### src/rtl/srs_pkg.sv
// Shared types and decode helpers for the SRS IFFT RAM reader.
// Pure declarations: no latency, no flow control.
// Sample entries carry antenna and symbol-boundary tags alongside the IQ word.
package srs_pkg;

    localparam int SAMP_W = 24;
    localparam int ADDR_W = 12;

    localparam logic [1:0] AP_ANT0  = 2'b00;
    localparam logic [1:0] AP_ANT01 = 2'b01;

    typedef enum logic [1:0] {
        IDLE    = 2'd0,
        RD_ANT0 = 2'd1,
        RD_ANT1 = 2'd2,
        DRAIN   = 2'd3
    } state_t;

    // Read-side tag that travels alongside a RAM access until its rdata lands.
    typedef struct packed {
        logic vld;
        logic ant;
        logic sop;
        logic eop;
    } tag_t;

    typedef struct packed {
        logic              ant;
        logic              sop;
        logic              eop;
        logic [SAMP_W-1:0] data;
    } samp_t;

    // Symbol length minus one, so the address counter compares without an adder.
    function automatic logic [ADDR_W-1:0] ifft_nm1(input logic [1:0] sel);
        logic [ADDR_W-1:0] n_m1;
        case (sel)
            2'b00:   n_m1 = 12'd4095;
            2'b01:   n_m1 = 12'd2047;
            2'b10:   n_m1 = 12'd1023;
            default: n_m1 = 12'd511;
        endcase
        return n_m1;
    endfunction

endpackage

### src/rtl/srs_skid_fifo.sv
// Generic synchronous FIFO with a combinational head and occupancy count.
// Latency: a push is visible at the head the cycle after it is written.
// Backpressure: the producer must respect count; a pop frees space for a same-cycle push.
module srs_skid_fifo #(
    parameter  int WIDTH = 27,
    parameter  int DEPTH = 4,
    localparam int CW    = $clog2(DEPTH + 1),
    localparam int PW    = (DEPTH > 1) ? $clog2(DEPTH) : 1
) (
    input  logic             clk,
    input  logic             rst_n,
    input  logic             push,
    input  logic [WIDTH-1:0] push_dat,
    input  logic             pop,
    output logic [WIDTH-1:0] head,
    output logic [CW-1:0]    count,
    output logic             empty
);

    logic [WIDTH-1:0] mem [DEPTH];
    logic [PW-1:0]    wr_ptr;
    logic [PW-1:0]    rd_ptr;
    logic             full;
    logic             do_pop;
    logic             do_push;

    assign empty   = (count == '0);
    assign full    = (count == CW'(DEPTH));
    assign do_pop  = pop && !empty;
    assign do_push = push && (!full || do_pop);
    assign head    = mem[rd_ptr];

    function automatic logic [PW-1:0] ptr_inc(input logic [PW-1:0] p);
        return (p == PW'(DEPTH - 1)) ? '0 : p + PW'(1);
    endfunction

    always_ff @(posedge clk or negedge rst_n) begin
        if (!rst_n) begin
            for (int i = 0; i < DEPTH; i++) begin
                mem[i] <= '0;
            end
            wr_ptr <= '0;
            rd_ptr <= '0;
            count  <= '0;
        end else begin
            if (do_push) begin
                mem[wr_ptr] <= push_dat;
                wr_ptr      <= ptr_inc(wr_ptr);
            end
            if (do_pop) begin
                rd_ptr <= ptr_inc(rd_ptr);
            end
            case ({do_push, do_pop})
                2'b10:   count <= count + CW'(1);
                2'b01:   count <= count - CW'(1);
                default: count <= count;
            endcase
        end
    end

endmodule

### src/rtl/srs_ifft_rd.sv
// Reads one OFDM symbol per active antenna from the IFFT RAMs and streams it to the IFFT.
// Latency: first dout_valid RAM_LAT+2 cycles after start; 1 sample/cycle with ready high.
// Backpressure: RAM reads issue only while FIFO occupancy plus reads in flight < FIFO_DEPTH.
module srs_ifft_rd
    import srs_pkg::*;
#(
    parameter int RAM_LAT    = 1,
    parameter int FIFO_DEPTH = 4
) (
    input  logic              clk,
    input  logic              rst_n,
    input  logic              start,
    output logic              busy,
    output logic              done,
    input  logic [1:0]        ifft_size_sel,
    input  logic [1:0]        ap_num,
    output logic              ant0_ifft_ram_rd,
    output logic [ADDR_W-1:0] ant0_ifft_ram_raddr,
    input  logic [SAMP_W-1:0] ant0_ifft_ram_rdata,
    output logic              ant1_ifft_ram_rd,
    output logic [ADDR_W-1:0] ant1_ifft_ram_raddr,
    input  logic [SAMP_W-1:0] ant1_ifft_ram_rdata,
    output logic              dout_valid,
    input  logic              dout_ready,
    output logic [SAMP_W-1:0] dout_data,
    output logic              dout_ant,
    output logic              dout_sop,
    output logic              dout_eop
);

    localparam int CNT_W = $clog2(FIFO_DEPTH + 1);
    localparam int OCC_W = $clog2(FIFO_DEPTH + RAM_LAT + 1);

    state_t            state;
    logic [ADDR_W-1:0] n_m1;
    logic [ADDR_W-1:0] addr_cnt;
    logic [1:0]        ap_q;

    tag_t              tag_pipe [RAM_LAT];
    tag_t              issue_tag;
    tag_t              ram_tag;
    logic [OCC_W-1:0]  inflight;
    logic [OCC_W-1:0]  occ;
    logic [CNT_W-1:0]  fifo_count;
    logic              fifo_empty;
    samp_t             push_ent;
    samp_t             head;
    logic              rd_en;
    logic              cur_ant;
    logic              wrap;
    logic              pop;

    always_comb begin
        inflight = '0;
        for (int i = 0; i < RAM_LAT; i++) begin
            inflight = inflight + OCC_W'(tag_pipe[i].vld);
        end
    end

    // Every issued read reserves a FIFO slot up front, so the push side never sees a full FIFO.
    assign occ     = OCC_W'(fifo_count) + inflight;
    assign cur_ant = (state == RD_ANT1);
    assign rd_en   = ((state == RD_ANT0) || (state == RD_ANT1)) && (occ < OCC_W'(FIFO_DEPTH));
    assign wrap    = (addr_cnt == n_m1);

    assign ant0_ifft_ram_rd    = rd_en && !cur_ant;
    assign ant1_ifft_ram_rd    = rd_en && cur_ant;
    assign ant0_ifft_ram_raddr = addr_cnt;
    assign ant1_ifft_ram_raddr = addr_cnt;

    always_comb begin
        issue_tag     = '0;
        issue_tag.vld = rd_en;
        issue_tag.ant = cur_ant;
        issue_tag.sop = (addr_cnt == '0);
        issue_tag.eop = wrap;
    end

    always_ff @(posedge clk or negedge rst_n) begin
        if (!rst_n) begin
            for (int i = 0; i < RAM_LAT; i++) begin
                tag_pipe[i] <= '0;
            end
        end else begin
            tag_pipe[0] <= issue_tag;
            for (int i = 1; i < RAM_LAT; i++) begin
                tag_pipe[i] <= tag_pipe[i-1];
            end
        end
    end

    assign ram_tag = tag_pipe[RAM_LAT-1];

    always_comb begin
        push_ent      = '0;
        push_ent.ant  = ram_tag.ant;
        push_ent.sop  = ram_tag.sop;
        push_ent.eop  = ram_tag.eop;
        push_ent.data = ram_tag.ant ? ant1_ifft_ram_rdata : ant0_ifft_ram_rdata;
    end

    srs_skid_fifo #(
        .WIDTH ($bits(samp_t)),
        .DEPTH (FIFO_DEPTH)
    ) u_fifo (
        .clk      (clk),
        .rst_n    (rst_n),
        .push     (ram_tag.vld),
        .push_dat (push_ent),
        .pop      (pop),
        .head     (head),
        .count    (fifo_count),
        .empty    (fifo_empty)
    );

    assign dout_valid = !fifo_empty;
    assign dout_data  = head.data;
    assign dout_ant   = head.ant;
    assign dout_sop   = head.sop && dout_valid;
    assign dout_eop   = head.eop && dout_valid;
    assign pop        = dout_valid && dout_ready;

    always_ff @(posedge clk or negedge rst_n) begin
        if (!rst_n) begin
            state    <= IDLE;
            busy     <= 1'b0;
            done     <= 1'b0;
            n_m1     <= '0;
            ap_q     <= '0;
            addr_cnt <= '0;
        end else begin
            done <= 1'b0;
            case (state)
                IDLE: begin
                    if (start) begin
                        n_m1     <= ifft_nm1(ifft_size_sel);
                        ap_q     <= ap_num;
                        addr_cnt <= '0;
                        if ((ap_num == AP_ANT0) || (ap_num == AP_ANT01)) begin
                            state <= RD_ANT0;
                            busy  <= 1'b1;
                        end else begin
                            done <= 1'b1;
                        end
                    end
                end
                RD_ANT0: begin
                    if (rd_en) begin
                        if (wrap) begin
                            addr_cnt <= '0;
                            state    <= (ap_q == AP_ANT01) ? RD_ANT1 : DRAIN;
                        end else begin
                            addr_cnt <= addr_cnt + ADDR_W'(1);
                        end
                    end
                end
                RD_ANT1: begin
                    if (rd_en) begin
                        if (wrap) begin
                            addr_cnt <= '0;
                            state    <= DRAIN;
                        end else begin
                            addr_cnt <= addr_cnt + ADDR_W'(1);
                        end
                    end
                end
                default: begin
                    // Retire in the same edge that pops the final sample, so done trails it by one cycle.
                    if ((inflight == '0) &&
                        (fifo_empty || ((fifo_count == CNT_W'(1)) && pop))) begin
                        done  <= 1'b1;
                        busy  <= 1'b0;
                        state <= IDLE;
                    end
                end
            endcase
        end
    end

endmodule

### config.mk
export PLATFORM = sky130hd
export DESIGN_NAME = srs_ifft_rd
export DESIGN_NICKNAME = d
export VERILOG_FILES = /design/src/rtl/srs_pkg.sv /design/src/rtl/srs_skid_fifo.sv /design/src/rtl/srs_ifft_rd.sv
export SDC_FILE = /design/constraint.sdc
export NUM_CORES = 1
export LEC_CHECK = 0
export BUFFER_PORTS_ARGS = -buffer_cell sky130_fd_sc_hd__buf_2
export CAP_MARGIN = 10
export CORE_AREA = 2 2 97 146
export CTS_CLUSTER_SIZE = 16
export DETAILED_ROUTE_END_ITERATION = 8
export DIE_AREA = 0 0 99 148
export HOLD_SLACK_MARGIN = 0.15
export PLACE_DENSITY_LB_ADDON = 0.12
export RECOVER_POWER = 50
export SLEW_MARGIN = 20
export SYNTH_ARGS = -nofsm -noshare
export SYNTH_HDL_FRONTEND = slang
export SYNTH_SLANG_ARGS = --single-unit
export TNS_END_PERCENT = 20
### constraint.sdc
create_clock -name clk -period 2.1 [get_ports clk]
set_clock_uncertainty 0.15 [all_clocks]
set_input_delay 0.525 -clock clk [delete_from_list [all_inputs] [get_ports clk]]
set_output_delay 0.525 -clock clk [all_outputs]
set_load 0.02 [all_outputs]
---- Word level (Yosys, flattened, before mapping) ----
Index checks and enable logic that the tools add are counted.
W data, S select, Z words.
word-level totals
  flip-flop bits (word level) ............. 149
  latch bits .............................. 0
  RAM bits ................................ 0
  ROM bits ................................ 0
  input port bits ......................... 56
  output and inout port bits .............. 56
  word-level logic and storage cells ...... 115
  memories kept ........................... 0
operators by class
  $add $sub $neg .......................... 6
  $mul .................................... 0
  divide/modulo/power cells ............... 0
  magnitude comparators ................... 4
  equality and inequality tests ........... 20
  shifts and indexed selects .............. 0
  mux-type cells .......................... 32
  bitwise operators ....................... 3
  reductions and logical operators ........ 33
operator list
  cell                     number
  $bwmux W108              1
  $mux W27                 3
  $bmux W27 S2             1
  $demux W27 S2            1
  $mux W12                 3
  $pmux W12 S3             1
  $mux W24                 1
  $pmux W12 S2             1
  $mux W2                  9
  $add A12 B1 Y12 const B  1
  $eq A12 B12 Y1           1
  $logic_not A12 Y1        1
  $logic_and A1 B1 Y1      11
  $eq A2 B1 Y1 const B     5
  $eq A2 B2 Y1 const B     5
  $ne A2 B2 Y1 const B     5
  $mux W1                  7
  $reduce_and A7 Y1        1
  $ge A3 B3 Y1 const B     2
  $logic_not A2 Y1         3
  $logic_not A3 Y1         2
  $not A2 Y3               2
  $pmux W2 S3              1
  $pmux W3 S2              1
  19 further kinds         29

---- Logic depth before layout (Yosys ltp) ----
  word-level depth ........................ 8
  gate-level depth with buffers ........... 10

---- Cells and area by module ----
From an unflattened synthesis, not the netlist that was laid out.
unflattened totals
  cells, all modules ...................... 509
  area total of the unflattened synthesis .. 7024.2 um2
modules (own cells, without submodules)
  module         instances  cells an instance  area an instance (um2)  sequential area each (um2)
  srs_skid_fifo  1          300                5111.2                  2877.8
  srs_ifft_rd    1          209                1913.1                  650.6

---- Worst setup path before layout ----
No wires, ideal clock.
  kind .................................... reg2out
  start ................................... register u_fifo.rd_ptr[0]
  end ..................................... output port dout_data[0]
  arrival time ............................ 1.534 ns
  data required time ...................... 1.425 ns
  setup slack ............................. -0.109 ns
  cell stages (with the launch flop) ...... 4
  buffers on the path ..................... 2
  cells stage by stage .................... dfrtp_1 > buf_2 > buf_2 > mux4_2
between the ends
  cells in the longest elaborated chain, start to end .. 4
RTL lines
  item                                          RTL line             text
  from (decl)                                   srs_skid_fifo.sv:22  logic [PW-1:0] rd_ptr;
  from (signal assigned)                        srs_skid_fifo.sv:51  rd_ptr <= ptr_inc(rd_ptr);
  $not A2 Y3 (not written as such)              srs_skid_fifo.sv:31  assign head = mem[rd_ptr];
  $bmux W27 S2                                  srs_skid_fifo.sv:31
  $mux W27 (not written as such) (2 in series)  srs_skid_fifo.sv:31
  to (decl)                                     srs_ifft_rd.sv:25    output logic [SAMP_W-1:0] dout_data,
Every way passes these cells. The select of a mux whose other input is x is not followed.

---- Worst setup path in the final report ----
  start ................................... register u_fifo.rd_ptr[0]
  end ..................................... output port dout_data[23]
Same word-level chain as after synthesis.

==> metrics.cfg <==
[status]
status=finished, violations left
violations=setup timing

[final_layout]
num-nets-final=821
diodes=0
multi_input_area_um2=2990
fillerInstances=1034
area_growth_syn_to_layout_pct=28.4
regArea_um2=3530
drive_gt1_share_pct=34.8
stdcell_area_um2=8630

[timing]
rsz0062_at_grt=true
whs_ns=0.177
slew_viol_final=0
finalHoldViolCount=0
setup_viol=31
fin_crit_ns=2.44
tightest_slew_ns=1.15
setup_tns_ns=-9.19
fin_crit_sh_pct=116
setup_slack_ns=-0.340
slew_headroom_pct=23.0
fmax_mhz=410

[drt]
drc=0
vias=5076
drtIter0Drc=154
viasPerCell=5.50
post_drt_wl_per_cell_um=17.6
ant_nets=0
wl_um=16200
first_pass_iters=4

[synth]
synthCells=608
synth_cell_type_count=51
syn-num-nets=680
ys_ff_latch=141
synthFlopType=dfrtp_1
postSynth.asyncResetShare_pct=100
netlist_area_um2=6720
yosysWarnings=0
ys_seq_area_share_pct=52.5
synth_edf_count=0
avgSynthCellArea_um2=11.1

[flow_run]
drv_cap=0

[clocking]
clockBufferDepth=2
clkTransAtPathRegs_ns=0.06
clkLatencyLatePin_ns=0.41
htree_levels=4
clock_tree.root_cell=clkbuf_16
cts_tree=yes
cts_buffers=17
cts.sinks=141

[floorplan]
die_area_um2=14700
rows=52
start_util_pct=50.4
core_um2=13300
die_x_um=99
die_h_um=148
ios=112

[critical_path]
rr_worst_depth=11
path_class=register to primary output
reg2reg_from=state[0]
critical_path_arrival_ns=1.76
critPathMaxFanout=5
reg2reg_slack_ns=-0.01
crit_chain=buf_12 > buf_12 > mux4_2 > buf_6
worstPathRequired_ns=1.42
crit_path_end_kind=primary output
max_stage_delay_ns=0.54
crit_path_top_delay_cell=mux4_2
r2r-end=ant0_ifft_ram_raddr[4]
critPathLaunchType=register
crit_path_frequent_cell=buf_12

[global_route]
track_usage_pct=22.8
busiest_layer=met2
antenna_found_initial=0
met2_usage_pct=41.8
first_global_vias=5316
grt_pass1_wl_um=26300
gr-total-overflow=0
grt_use_met1_pct=26.1
use_met3_pct=4.21
grt_max_degree=45

[placed_design]
gp_congestion=0.852
place_area_um2=7670
dpl_worst_slack_ns=-0.0464
hpwlAfterDp_um=11300
io_buffers=111

[power]
finalPower_uw=15500
p_leak_uw=0.00420
ir_drop_uv=910
p_per_area_nw_per_um2=1790

[hold_path]
worstHoldPathType=primary input to register
holdCritStartpoint=ifft_size_sel[1]
hold-path-endpoint=n_m1[11]
min_path_cells=2

## stage by stage
step           utilization (%)  std cells
3_3_place_gp              57.5        878
6_report                  64.7        923
5_1_grt                   64.7        923
2_1_floorplan                -        608
3_5_place_dp              57.5        878
4_1_cts                   63.4        918
## report_power, final
group / switching, uW / internal [uW]
sequential: 884 / 3940
clock: 1160 / 2110
combinational: 3890 / 3480
## worst max-delay path by stage
stage	slack, ns	endpoint	depth (start not counted)	startpoint
2_1_floorplan	-0.006	ant0_ifft_ram_rd	6	state[0]
3_3_place_gp	-0.007	ant1_ifft_ram_rd	7	state[0]
3_5_place_dp	-0.05	u_fifo.mem[104]	8	u_fifo.count[0]
4_1_cts	-0.38	dout_data[23]	4	u_fifo.rd_ptr[0]
5_1_grt	-0.40	dout_sop	4	u_fifo.rd_ptr[0]
6_report	-0.34	dout_data[23]	4	u_fifo.rd_ptr[0]
## cells in the mapped netlist, drive strengths merged, types with 2 or more instances
library cell | n | area [um2]
a21o | 3 | 22.5
a21oi | 3 | 15.0
a31oi | 2 | 12.5
a32oi | 2 | 17.5
and2 | 4 | 25.0
and3 | 3 | 25.0
and4 | 4 | 35.0
buf | 28 | 171
clkbuf | 19 | 71.3
dfrtp | 141 | 3530
ha | 16 | 200
inv | 18 | 70.1
mux2 | 15 | 169
mux2i | 28 | 293
mux4 | 27 | 608
nand2 | 121 | 454
nand2b | 5 | 31.3
nand3 | 13 | 75.1
nand4 | 5 | 31.3
nor2 | 7 | 26.3
nor2b | 3 | 18.8
nor3 | 2 | 10.0
nor4 | 2 | 18.8
o2111ai | 2 | 17.5
o21a | 3 | 23.8
o21ai | 107 | 539
o22ai | 4 | 25.0
o311ai | 3 | 41.3
or3 | 4 | 25.0
or4 | 2 | 15.0
xnor2 | 6 | 52.6
## flip-flops by register name (all words and copies together), names as in the netlist, 2 cells and up
name / cells
n_m1: 4
push_ent: 3
ant0_ifft_ram_raddr: 12
u_fifo.mem: 108
u_fifo.count: 3
state: 2
u_fifo.rd_ptr: 2
u_fifo.wr_ptr: 2
ap_q: 2
## area by class of cell
type,instances,area share [%]
Multi-Input combinational cell,402,34.6
Clock inverter,14,2.52
Clock buffer,17,4.93
Timing Repair Buffer,169,13.9
Tap cell,162,2.35
Inverter,18,0.812
Sequential cell,141,40.9
## placed cells by master, fill, tap and decap left out, drive strengths merged, types with 2 or more instances in the layout
cell type and n:
buf 163, dfrtp 141, nand2 121, o21ai 107, mux2i 28, mux4 27, clkbuf 21, inv 20
ha 16, mux2 15, nand3 13, nor2 7, clkinv 7, xnor2 6, nand2b 5, nand4 5
bufinv 5, or3 4, and4 4, and2 4, o22ai 4, a21oi 3, a21o 3, o311ai 3
nor2b 3, and3 3, o21a 3, nor3 2, o2111ai 2, or4 2, a32oi 2, dlygate4sd3 2
nor4 2, a31oi 2
## routing by layer
layer  vias up  share of wire [%]
met4         0                2.2
met1      2511                 39
met5         -                  0
met3        22                3.8
met2       126                 55
li1       2417                  -
## worst max-delay path: cells and delay by family (launching register included)
kind / cells / cell delay [ns]
buffers and inverters: 3 / 0.43
flip-flops: 1 / 0.40
multiplexers: 1 / 0.54
## kinds of logic (layout without fill, tap and decap cells)
family | count (synthesis) | in the layout | share of synthesized area, %
xor+xnor | 7 | 7 | 0.912
simple gates | 176 | 176 | 11.9
fa+ha+maj | 16 | 16 | 2.98
flops | 141 | 141 | 52.5
compound gates | 133 | 133 | 11.2
buf+inv | 65 | 218 | 4.65
mux | 70 | 70 | 15.9
## repair_timing
item	4_1_cts	5_1_grt
resized for setup	10	46
endpoints found under the hold margin	42	0
buffers inserted	6	4
pin swaps	0	4
hold buffers	2	0
setup endpoints to repair	72	88
gates cloned	1	1
Note: power is estimated with default switching activity, not from simulation.
